**src/rtl/psr_cond_unit.sv**
```systemverilog
// psr_cond_unit: NZCV status register, condition evaluation with flag forwarding, and a fail counter
module psr_cond_unit #(
   parameter int CNT_W    = 8,
   parameter bit NV_NEVER = 1'b1
) (
   input  logic             clk,
   input  logic             rst_n,
   input  logic             alu_n,
   input  logic             alu_z,
   input  logic             alu_c,
   input  logic             alu_v,
   input  logic             alu_valid,
   input  logic             s_bit,
   input  logic             cv_keep,
   input  logic             instr_valid,
   input  logic [3:0]       cond_in,
   input  logic             stall,
   input  logic             flush,
   input  logic             cnt_clr,
   output logic             cond_pass,
   output logic             pass_valid,
   output logic             carry_out,
   output logic [3:0]       flags_out,
   output logic [CNT_W-1:0] fail_cnt
);
   localparam logic [CNT_W-1:0] CNT_MAX = '1;
   logic [3:0] flagsReg;
   logic [3:0] nextFlags;
   logic       flagWe;
   logic       condOk;
   logic       n, z, c, v;
   assign flagWe    = alu_valid & s_bit & cond_pass & pass_valid & !stall;
   assign flags_out = flagsReg;
   assign carry_out = flagsReg[1];
   assign {n, z, c, v} = nextFlags;
   // flags about to be written this edge, so a dependent condition needs no bubble
   always_comb nextFlags = flagWe ? {alu_n, alu_z, cv_keep ? flagsReg[1:0] : {alu_c, alu_v}} : flagsReg;
   // evaluate the decode-stage condition field against the forwarded flags
   always_comb begin
      condOk = 1'b0;
      case (cond_in)
         4'b0000: condOk = z;
         4'b0001: condOk = !z;
         4'b0010: condOk = c;
         4'b0011: condOk = !c;
         4'b0100: condOk = n;
         4'b0101: condOk = !n;
         4'b0110: condOk = v;
         4'b0111: condOk = !v;
         4'b1000: condOk = c & !z;
         4'b1001: condOk = !c | z;
         4'b1010: condOk = n == v;
         4'b1011: condOk = n != v;
         4'b1100: condOk = !z & (n == v);
         4'b1101: condOk = z | (n != v);
         4'b1110: condOk = 1'b1;
         default: condOk = !NV_NEVER;
      endcase
   end
   // status register, decode-to-execute pipeline stage and saturating fail counter
   always_ff @(posedge clk or negedge rst_n) begin
      if (!rst_n) begin
         flagsReg   <= '0;
         cond_pass  <= 1'b0;
         pass_valid <= 1'b0;
         fail_cnt   <= '0;
      end else begin
         if (flagWe) flagsReg <= nextFlags;
         if (!stall) begin
            pass_valid <= !flush & instr_valid;
            cond_pass  <= !flush & instr_valid & condOk;
         end
         if (cnt_clr) fail_cnt <= '0;
         else if (!stall && !flush && instr_valid && !condOk && fail_cnt != CNT_MAX) fail_cnt <= fail_cnt + 1'b1;
      end
   end
endmodule

```
**config.mk**
```make
export PLATFORM = sky130hd
export DESIGN_NAME = psr_cond_unit
export DESIGN_NICKNAME = d
export VERILOG_FILES = /design/src/rtl/psr_cond_unit.sv
export SDC_FILE = /design/constraint.sdc
export NUM_CORES = 1
export LEC_CHECK = 0
export CORE_MARGIN = 3
export CORE_UTILIZATION = 46
export CTS_CLUSTER_DIAMETER = 40
export DETAILED_ROUTE_END_ITERATION = 6
export PLACE_DENSITY = 0.78
export SKIP_CTS_REPAIR_TIMING = 1
export SLEW_MARGIN = 20
export SYNTH_ARGS = -nofsm -noshare
export SYNTH_HDL_FRONTEND = slang
export SYNTH_SLANG_ARGS = --single-unit
```
**constraint.sdc**
```tcl
create_clock -name clk -period 3.1 [get_ports clk]
set_input_delay 0.93 -clock clk [delete_from_list [all_inputs] [get_ports clk]]
set_output_delay 0.93 -clock clk [all_outputs]
set_load 0.1 [all_outputs]
```
-- Word-level counts from Yosys, hierarchy flattened
Index checks and enable logic that the tools add are counted.
- reduce and logical (&&, ||, !) cells: 13
- add/sub/neg operators: 1
- mux-type cells: 5
- bitwise operators: 10
- eq/ne operators: 17
- operators with widths (cell ; count):
    4-bit equality test, second input constant ; 7
    4-bit by 3-bit equality test with 1-bit output, second input constant ; 4
    8-bit two-way mux ; 2
    1-bit case mux with 15 select lines ; 1
    8-bit by 1-bit adder with 8-bit output, second input constant ; 1
    1-bit AND ; 8
    4-bit by 2-bit equality test with 1-bit output, second input constant ; 2
    8-bit inequality test, second input constant ; 1
    1-bit zero test ; 7
    4-bit by 1-bit equality test with 1-bit output, second input constant ; 1
    1-bit logical AND ; 4
    4-bit zero test ; 1
    4-bit two-way mux ; 1
    2-bit two-way mux ; 1
    1-bit bitwise OR ; 2
    2-bit nonzero test ; 1
    1-bit equality test ; 1
    1-bit inequality test ; 1
- flip-flop bits (word level): 14
- bits of input ports: 17
- output and inout bits: 15
- word-level logic and storage cells: 50

-- Longest topological paths before layout
Gate-level depths: netlist (run 1).
- depth after elaboration: 13
- mapped depth: 10

-- Worst setup path after synthesis (run 1)
No wires, ideal clock.
- path kind: flip-flop to flip-flop
- from: register cond_pass
- to: register fail_cnt[6]
- slack: -0.374 ns
- stages on the path, launching flop included: 9
- setup time: 0.078 ns
- arrival: 3.396 ns
- period minus slack after synthesis: 3.474 ns
- data required time: 3.022 ns
- buffers on the path: 1
- path through: dfrtp_1 > nand4_2 > or3_4 > mux2_4 > a311o_1 > or4_4 > buf_6 > or4_1 > a21oi_1
- cells in the longest elaborated chain, start to end: 11
- ends and longest elaborated chain (element ; line ; RTL):
    start, declared ; 20 ; output logic cond_pass,
    start signal, assigned ; 71 ; cond_pass <= !flush & instr_valid & condOk;
    1-bit AND * (3 in series) ; 32 ; assign flagWe = alu_valid & s_bit & cond_pass & pass_valid & !stall;
    4-bit two-way mux * ; 37 ; always_comb nextFlags = flagWe ? {alu_n, alu_z, cv_keep ? flagsReg[1:0] : {alu_c, alu_v}} : flagsReg;
    1-bit inequality test, or another cell as far along ; 53, 55 ;
    1-bit bitwise OR, or another cell as far along ; 55 ; 4'b1101: condOk = z | (n != v);
    1-bit case mux with 15 select lines * ; 41 ; case (cond_in)
    1-bit zero test * ; 74 ; else if (!stall && !flush && instr_valid && !condOk && fail_cnt != CNT_MAX) fail_cnt <= fail_cnt + 1'b1;
    1-bit logical AND * (2 in series) ; 74 ;
    2-bit nonzero test (no source line) * ; -- ;
    end signal, assigned ; 74 ;
    end, declared ; 24 ; output logic [CNT_W-1:0] fail_cnt
Every way passes the cells marked *; elsewhere a longest branch is shown, timed or not.
A chain may end at the register's enable or synchronous reset.

-- Final worst setup path (run 1)
- from: input port s_bit
- to: register fail_cnt[5]
- cells in the longest elaborated chain, start to end: 12
- ends and longest elaborated chain (element ; line ; RTL):
    start, declared ; 13 ; input logic s_bit,
    1-bit AND * (4 in series) ; 32 ;
    4-bit two-way mux * ; 37 ;
    1-bit inequality test, or another cell as far along ; 53, 55 ;
    1-bit bitwise OR, or another cell as far along ; 55 ;
    1-bit case mux with 15 select lines * ; 41 ;
    1-bit zero test * ; 74 ;
    1-bit logical AND * (2 in series) ; 74 ;
    2-bit nonzero test (no source line) * ; -- ;
Marked as above.

==> results of run 1 <==
worst reg2reg max path: cells and delay by family (launching register included):
family                 cells  cell delay [ns]
AO/OA/AOI/OAI              2             0.42
buffers and inverters      1             0.17
flip-flops                 1             0.42
multiplexers               1             0.31
AND/OR/NAND/NOR            4             1.46
flip-flops by register name, indices dropped and copies added, names as in the netlist:
signal / count
cond_pass: 1
fail_cnt: 8
flags_out: 4
pass_valid: 1
cell families (layout without fill, tap and decap cells):
| kind of cell | Yosys count | count (layout) | share of synthesized area |
|---|---|---|---|
| compound gates | 33 | 33 | 0.218 |
| xor+xnor | 2 | 2 | 0.0160 |
| fa+ha+maj | 1 | 1 | 0.0115 |
| buf+inv | 11 | 71 | 0.0493 |
| flops | 14 | 14 | 0.321 |
| mux | 6 | 6 | 0.0641 |
| simple gates | 59 | 59 | 0.321 |
cell type report:
cell class                 count  area [sq um]  area share
sequential                    14           353       0.208
clock buffer                   4          36.3      0.0214
tap                           28          35.0      0.0206
timing repair buffer          64           549       0.323
multi-input combinational    101           714       0.420
inverter                       3          11.3     0.00663
Yosys cell counts (3+ instances only):
library cell  count  area share
dfrtp_1          14        0.32
nand2_1           9       0.031
nand3_1           9       0.041
nor2_1            9       0.031
a21oi_1           7       0.032
clkbuf_1          5       0.017
o31ai_1           5       0.034
or4_1             5       0.034
mux2_2            4       0.041
nand2b_1          4       0.023
o21ai_0           4       0.018
inv_1             3       0.010
nor3_1            3       0.014
layer usage:
metal | wire, um | vias up
met5 | 0 | -
met4 | 95 | 0
met3 | 174 | 12
met2 | 1820 | 45
met1 | 1430 | 588
li1 | - | 607
path summary, 6_finish.rpt:
path | startpoint | endpoint
setup / recovery | s_bit | fail_cnt[5]
hold / removal | pass_valid | pass_valid
setup reg to reg | pass_valid | fail_cnt[5]
hold reg to reg | pass_valid | pass_valid
max in group asynchronous | rst_n | pass_valid
min in group asynchronous | rst_n | fail_cnt[7]
power groups by stage:
| stage | combinational (mW) | clock [mW] | sequential [mW] |
|---|---|---|---|
| final | 0.192 | 0.131 | 0.197 |
| after global routing | 0.202 | 0.139 | 0.198 |
| after CTS | 0.181 | 0.131 | 0.196 |
| after detailed placement | 0.180 | 0 | 0.200 |
| after global placement | 0.177 | 0 | 0.199 |
| after floorplan | 0.0588 | 0 | 0.245 |
==> flow_metrics.py, run 1 <==
metrics = {
    "power": {
        "swShare": 0.351,
        "p_int_mw": 0.338,
        "ir_worst_vdd_mv": 0.343,
        "totalPowerFinal_mw": 0.520,
        "power_density_nw_per_um2": 306,
        "p_leak_nw": 0.797,
        "comb_power_share": 0.368,
        "seqPwrFrac": 0.379,
        "switching_power_mw": 0.183,
        "clkPwrFrac": 0.253,
    },
    "clocking": {
        "clkLatencyLatePin_ns": 0.28,
        "cts_root_buffer": "clkbuf_4",
        "clk_path_buf_depth": 2,
        "cts_made_buffers": 3,
        "cts_tree": "done",
        "clk_pin_slew_ns": 0.08,
        "htreeDepth": 1,
        "clkSinkCount": 14,
    },
    "die": {
        "die_area_sq_um": 3000,
        "io_pins": 32,
        "die_h_um": 54.7,
        "core_sq_um": 2230,
        "initial_core_util": 0.489,
        "die_w_um": 54.7,
        "placementRows": 17,
    },
    "global_route": {
        "track_usage": 0.240,
        "use_met2": 0.439,
        "grt-ovfl-total": 0,
        "grt_max_degree": 15,
        "busiest_layer": "met2",
        "grt_antenna_before_repair": 0,
        "grt_use_met1": 0.279,
        "met3_usage": 0.0300,
        "grt_pass1_wl_um": 5170,
        "grt_pass1_vias": 1158,
    },
    "yosys": {
        "syn_nets": 144,
        "synth_edf_count": 0,
        "synth_area_per_cell_sq_um": 8.67,
        "yosys_warnings": 0,
        "synthArstFlopShare": 1.00,
        "ys_seq_area_frac": 0.321,
        "synth_ff_type": "dfrtp_1",
        "netlist_area_sq_um": 1090,
        "synth-seq-cells": 14,
        "synth_cell_type_count": 50,
        "netlist_instances": 126,
    },
    "final_layout": {
        "final_nets": 205,
        "fin_area_sq_um": 1700,
        "stdcell_count": 214,
        "drive_above_1_share": 0.382,
        "syn2layout_area_growth_pct": 55.6,
        "final_common_cell": "buf_4",
        "final_cell_mix": "buf_4 (46), dfrtp_1 (12), nand2_1 (9), nor2_1 (9)",
        "fillers": 166,
        "fin_util": 0.761,
        "diodes": 0,
    },
    "timing": {
        "rsz0062_at_grt": "yes",
        "setup_violations": 1,
        "skew_ns": 0.00309,
        "hold_viol": 0,
        "fmax_mhz": 319,
        "relSlewSlack": 0.596,
        "whs_ns": 0.554,
        "tightest_slew_ns": 0.603,
        "final.min_clock_period_ns": 3.13,
        "finalCritPeriodShare": 1.01,
        "slew_viol_final": 0,
        "setup_slack_ns": -0.0303,
        "timing.setup.tns_ns": -0.0303,
    },
    "drt": {
        "dr.first_iter.drc_count": 50,
        "drc_errors": 0,
        "post_drt_via_cell_ratio": 5.85,
        "drt-wirelength-per-cell_um": 16.4,
        "postRouteAntennaNets": 0,
        "drtPass1Iterations": 4,
        "vias": 1252,
        "totalWireLength_um": 3520,
    },
    "hold_path": {
        "hold_path_depth": 2,
        "hold_path_class": "register to register",
    },
    "place": {
        "port_buffers": 31,
        "placedCellCount": 207,
        "dpl-instance-area_sq_um": 1590,
        "dp_slack_ns": -0.575,
        "gp_congestion": 0.883,
        "place_hpwl_um": 2520,
    },
    "worst_setup_path": {
        "max_stage_delay_ns": 0.55,
        "path_depth": 9,
        "worst_ep_arrival_time_ns": 3.34,
        "slowest_stage": "or4_4",
        "cp-end-kind": "register",
        "cp_max_fo": 8,
        "critPathTopFamily": "simple AND/OR/NAND/NOR gates",
        "worst-path-buf-inv": 2,
        "required_ns": 3.31,
        "critical_path_class": "input pin to register",
        "crit_chain": "buf_8 > nand4_4 > or3_4 > mux2_4 > a311o_1 > or4_4 > buf_6 > or4_1 > a21oi_1",
        "reg2reg_depth": 8,
        "startpoint_type": "input pin",
        "reg2reg_slack_ns": 0.25,
    },
    "job": {
        "maxCapViolations": 0,
    },
    "outcome": {
        "outcome": "finished, violations left",
        "failed_checks": "setup timing",
    },
}
No activity file was read; power rests on OpenSTA's default activity.
==> run 2, diff against run 1 <==
--- a/config.mk
+++ b/config.mk
@@ -6,12 +6,14 @@
 export NUM_CORES = 1
 export LEC_CHECK = 0
 export CORE_MARGIN = 3
-export CORE_UTILIZATION = 46
+export CORE_UTILIZATION = 42
 export CTS_CLUSTER_DIAMETER = 40
+export CTS_CLUSTER_SIZE = 8
 export DETAILED_ROUTE_END_ITERATION = 6
-export PLACE_DENSITY = 0.78
+export PLACE_DENSITY = 0.75
 export SKIP_CTS_REPAIR_TIMING = 1
 export SLEW_MARGIN = 20
 export SYNTH_ARGS = -nofsm -noshare
 export SYNTH_HDL_FRONTEND = slang
 export SYNTH_SLANG_ARGS = --single-unit
+export TNS_END_PERCENT = 5
==> constraint.sdc (replaced) <==
create_clock -name clk -period 2.6 [get_ports clk]
set_input_delay 0.78 -clock clk [delete_from_list [all_inputs] [get_ports clk]]
set_output_delay 0.78 -clock clk [all_outputs]
set_load 0.1 [all_outputs]
==> run 2 against run 1 <==
  * Largest cell class unchanged
  * Wire length is 3.3% higher
  * The run still ends with setup timing left
  * Die area is 8.4% higher
  * Sequential cell count stayed put
  * Total power is 16% higher
==> flow_metrics.py, run 2 (same netlist as run 1, synthesis figures left out) <==
metrics = {
    "outcome": {
        "outcome": "finished, violations left",
        "failed_checks": "setup timing",
    },
    "global_route": {
        "grt_antenna_before_repair": 0,
        "grt_max_degree": 15,
        "track_usage": 0.216,
        "grt_pass1_vias": 1255,
        "grt-ovfl-total": 0,
        "grt_pass1_wl_um": 5630,
    },
    "timing": {
        "fmax_mhz": 329,
        "timing.setup.tns_ns": -2.65,
        "tightest_slew_ns": 0.668,
        "slew_viol_final": 0,
        "setup_slack_ns": -0.440,
        "hold_viol": 0,
        "skew_ns": 0.00571,
        "final.min_clock_period_ns": 3.04,
        "finalCritPeriodShare": 1.17,
        "relSlewSlack": 0.553,
        "setup_violations": 9,
        "rsz0062_at_grt": "yes",
    },
    "worst_setup_path": {
        "slowest_stage": "or4_4",
        "max_stage_delay_ns": 0.55,
        "cp-end-kind": "register",
        "cp_max_fo": 6,
        "rr_startpoint": "pass_valid",
        "critical_path_class": "input pin to register",
        "worst_ep_arrival_time_ns": 3.26,
        "startpoint_type": "input pin",
        "required_ns": 2.82,
        "crit_chain": "buf_8 > nand4_4 > or3_4 > mux2_4 > a311o_1 > or4_4 > or4_4 > a21oi_2",
        "reg2reg_slack_ns": -0.31,
        "path_common_cell": "or4_4",
        "cp-startpoint": "s_bit",
    },
    "die": {
        "io_pins": 32,
        "core_sq_um": 2340,
        "die_w_um": 57.0,
        "placementRows": 17,
        "die_h_um": 57.0,
        "initial_core_util": 0.467,
        "die_area_sq_um": 3250,
    },
    "clocking": {
        "cts_tree": "done",
        "htreeDepth": 1,
        "clkLatencyLatePin_ns": 0.29,
        "clk_pin_slew_ns": 0.09,
        "clk_path_buf_depth": 2,
        "cts_root_buffer": "clkbuf_4",
        "cts_made_buffers": 3,
        "clkSinkCount": 14,
    },
    "drt": {
        "totalWireLength_um": 3630,
        "dr.first_iter.drc_count": 50,
        "drc_errors": 0,
        "drtPass1Iterations": 4,
        "vias": 1294,
        "post_drt_via_cell_ratio": 5.83,
        "drt-wirelength-per-cell_um": 16.4,
        "postRouteAntennaNets": 0,
    },
    "final_layout": {
        "final_cell_mix": "buf_4 (55), dfrtp_1 (12), clkdlybuf4s50_1 (11)",
        "final_common_cell": "buf_4",
        "syn2layout_area_growth_pct": 62.5,
        "fin_area_sq_um": 1780,
        "final_nets": 213,
        "drive_above_1_share": 0.454,
        "largest_register_ffs": 8,
        "top_register": "fail_cnt",
        "diodes": 0,
        "fin_util": 0.759,
    },
    "hold_path": {
        "hold_path_class": "register to register",
        "min-delay-start": "fail_cnt[6]",
    },
    "place": {
        "dpl-instance-area_sq_um": 1650,
        "place_hpwl_um": 2630,
        "port_buffers": 31,
        "gp_congestion": 0.886,
    },
    "power": {
        "p_leak_nw": 0.797,
        "power_density_nw_per_um2": 340,
        "ir_worst_vdd_mv": 0.336,
    },
    "job": {
        "maxCapViolations": 0,
    },
}
## run 2: cell count changes in the layout (fill, tap and decap cells not counted), moves of 2 or more
| cell | delta |
|---|---|
| a21oi_1 | -4 |
| a21oi_2 | +4 |
| buf_4 | +9 |
| buf_6 | -2 |
| clkdlybuf4s50_1 | +3 |
| dlymetal6s2s_1 | -4 |
| o31ai_1 | -2 |
| or4_1 | -4 |
| or4_4 | +5 |
## run 2: final cells by class
| type | instances | area (sq um) |
|---|---|---|
| sequential | 14 | 353 |
| fill | 182 | 564 |
| inverter | 3 | 11.3 |
| clock buffer | 4 | 26.3 |
| tap | 28 | 35.0 |
| timing repair buffer | 71 | 579 |
| multi-input combinational | 102 | 771 |
## run 2: layer usage
layer  share of wire  GRT usage  wire length, um
met5               0          0                0
met4          0.0039     0.0530               14
met3           0.072     0.0611              263
met2            0.49      0.339             1770
met1            0.44      0.295             1580
## run 2: worst paths after layout
check / cells after the start / to
max in group asynchronous: 1 / cond_pass
setup / recovery: 8 / fail_cnt[2]
setup reg to reg: 7 / fail_cnt[2]
hold reg to reg: 2 / fail_cnt[6]
min in group asynchronous: 1 / fail_cnt[6]
hold / removal: 2 / fail_cnt[6]
## run 2: report_power, final
group,internal (mW),leakage [nW],switching (mW)
registers,0.226,0.190,0.00768
logic,0.0965,0.592,0.142
clock network,0.0597,0.0150,0.0719
total,0.382,0.797,0.221
## run 2: metrics by stage
stage / std cells / power, mW / hold WS, ns / setup slack, ns
global placement: 216 / 0.459 / 0.560 / -0.902
floorplan: 126 / 0.363 / 0.484 / -0.511
CTS: 220 / 0.595 / 0.583 / -0.696
global route: 222 / 0.637 / 0.607 / -0.480
detailed placement: 216 / 0.463 / 0.569 / -0.983
finish: 222 / 0.603 / 0.577 / -0.440
## run 2: worst max-delay path, delay by kind of cell
kind / cells / cell delay (ns)
muxes: 1 / 0.32
buffers and inverters: 1 / 0.08
AOI/OAI and AO/OA: 2 / 0.49
and+or+nand+nor: 4 / 1.59
==> run 3, diff against run 2 <==
--- a/config.mk
+++ b/config.mk
@@ -11,6 +11,7 @@
 export CTS_CLUSTER_SIZE = 8
 export DETAILED_ROUTE_END_ITERATION = 6
 export PLACE_DENSITY = 0.75
+export SETUP_SLACK_MARGIN = 0.3
 export SKIP_CTS_REPAIR_TIMING = 1
 export SLEW_MARGIN = 20
 export SYNTH_ARGS = -nofsm -noshare
==> constraint.sdc (replaced) <==
create_clock -name clk -period 2.6 [get_ports clk]
set_input_delay 0.78 -clock clk [delete_from_list [all_inputs] [get_ports clk]]
set_output_delay 0.78 -clock clk [all_outputs]
set_load 0.05 [all_outputs]
==> run 3 against run 2 <==
  * The run still ends with setup timing left
  * Critical path depth unchanged
  * Setup slack improved by 0.10 ns
  * Combinational power decreased by 14%
  * Register-to-register slack improved by 0.09 ns
  * Utilization is 2.7 points higher
  * First-iteration DRC count fell by 32%
  * Largest cell class unchanged
  * Largest power group is now registers
==> flow_metrics.py, run 3 (same netlist as run 1, synthesis figures left out) <==
metrics = {
    "drt": {
        "totalWireLength_um": 3450,
        "drt-wirelength-per-cell_um": 15.8,
        "dr.first_iter.drc_count": 34,
        "post_drt_via_cell_ratio": 5.91,
        "postRouteAntennaNets": 0,
        "drtPass1Iterations": 4,
        "vias": 1289,
        "drc_errors": 0,
    },
    "die": {
        "io_pins": 32,
        "die_area_sq_um": 3250,
        "initial_core_util": 0.467,
        "die_w_um": 57.0,
        "die_h_um": 57.0,
        "core_sq_um": 2340,
        "placementRows": 17,
    },
    "final_layout": {
        "syn2layout_area_growth_pct": 68.4,
        "diodes": 0,
        "drive_above_1_share": 0.384,
        "final_common_cell": "buf_4",
        "largest_register_ffs": 8,
        "final_nets": 209,
        "top_register": "fail_cnt",
        "fin_area_sq_um": 1840,
        "final_cell_mix": "buf_4 (36), dlymetal6s2s_1 (17), dfrtp_1 (14)",
        "fin_util": 0.786,
    },
    "place": {
        "place_hpwl_um": 2510,
        "gp_congestion": 0.859,
        "dp_slack_ns": -0.996,
        "port_buffers": 31,
        "dpl-instance-area_sq_um": 1660,
    },
    "clocking": {
        "clk_path_buf_depth": 2,
        "clkSinkCount": 14,
        "cts_made_buffers": 3,
        "clk_pin_slew_ns": 0.09,
        "clkLatencyLatePin_ns": 0.29,
        "cts_tree": "done",
        "cts_root_buffer": "clkbuf_4",
        "htreeDepth": 1,
    },
    "global_route": {
        "met3_usage": 0.0475,
        "use_met2": 0.331,
        "grt_pass1_wl_um": 5400,
        "grt-ovfl-total": 0,
        "busiest_layer": "met2",
        "track_usage": 0.207,
        "grt_max_degree": 15,
        "grt_pass1_vias": 1192,
        "grt_use_met1": 0.275,
        "grt_antenna_before_repair": 0,
    },
    "timing": {
        "fmax_mhz": 341,
        "relSlewSlack": 0.579,
        "timing.setup.tns_ns": -2.04,
        "setup_slack_ns": -0.336,
        "skew_ns": 0.00997,
        "tightest_slew_ns": 0.630,
        "slew_viol_final": 0,
        "hold_viol": 0,
        "rsz0062_at_grt": "yes",
        "setup_violations": 8,
        "whs_ns": 0.605,
        "finalCritPeriodShare": 1.13,
        "final.min_clock_period_ns": 2.94,
    },
    "hold_path": {
        "min-delay-start": "fail_cnt[1]",
        "hold_path_class": "register to register",
    },
    "worst_setup_path": {
        "rr_startpoint": "pass_valid",
        "worst_ep_arrival_time_ns": 3.15,
        "startpoint_type": "input pin",
        "required_ns": 2.81,
        "crit_chain": "buf_8 > nand4_4 > or3_4 > mux2_4 > a311o_1 > or4_4 > or4_4 > a21oi_2",
        "cp_max_fo": 6,
        "max_stage_delay_ns": 0.54,
        "critical_path_class": "input pin to register",
        "path_common_cell": "or4_4",
        "cp-end-kind": "register",
        "slowest_stage": "or4_4",
        "cp-startpoint": "s_bit",
    },
    "outcome": {
        "outcome": "finished, violations left",
        "failed_checks": "setup timing",
    },
    "power": {
        "power_density_nw_per_um2": 323,
        "ir_worst_vdd_mv": 0.422,
        "p_leak_nw": 1.02,
    },
    "job": {
        "maxCapViolations": 0,
    },
}
==> run 3: cell count changes in the layout (fill, tap and decap cells not counted), moves of 2 or more <==
cell / delta
buf_4: -19
dlymetal6s2s_1: +15
a21oi_1: -2
a21oi_2: +2
dfrtp_1: +2
dfrtp_2: -2
==> run 3: where the power goes <==
group,internal (mW),switching [mW]
Combinational,0.0955,0.109
Clock,0.0853,0.0725
Sequential,0.225,0.00724
==> run 3: cell type report <==
class	instances	area, sq um
well taps	28	35.0
flip-flops and latches	14	350
inverters	3	11.3
repair buffers	67	619
clock buffers	4	36.3
fillers	154	500
multi-input cells	102	787
==> run 3: worst paths after layout <==
kind                          endpoint  slack [ns]  depth (start not counted)
max in group asynchronous  fail_cnt[3]        1.31                          1
min reg2reg                fail_cnt[1]        0.61                          2
max                        fail_cnt[2]       -0.34                          8
min                        fail_cnt[1]        0.61                          2
min in group asynchronous  fail_cnt[5]        0.88                          1
max reg2reg                fail_cnt[2]       -0.22                          7
==> run 3: layer usage <==
| layer | wire [um] | part of all wire |
|---|---|---|
| met4 | 63 | 0.018 |
| met1 | 1470 | 0.43 |
| met5 | 0 | 0 |
| met3 | 227 | 0.066 |
| met2 | 1690 | 0.49 |
==> run 3: metrics by stage <==
stage,cells,power (mW)
floorplan,126,0.330
global placement,212,0.422
detailed placement,212,0.426
CTS,216,0.584
global route,218,0.626
finish,218,0.595
==> run 3: worst max-delay path: cells and delay by family <==
| kind | cells | cell delay [ns] |
|---|---|---|
| AOI/OAI and AO/OA | 2 | 0.50 |
| buffers and inverters | 1 | 0.08 |
| muxes | 1 | 0.33 |
| and+or+nand+nor | 4 | 1.46 |
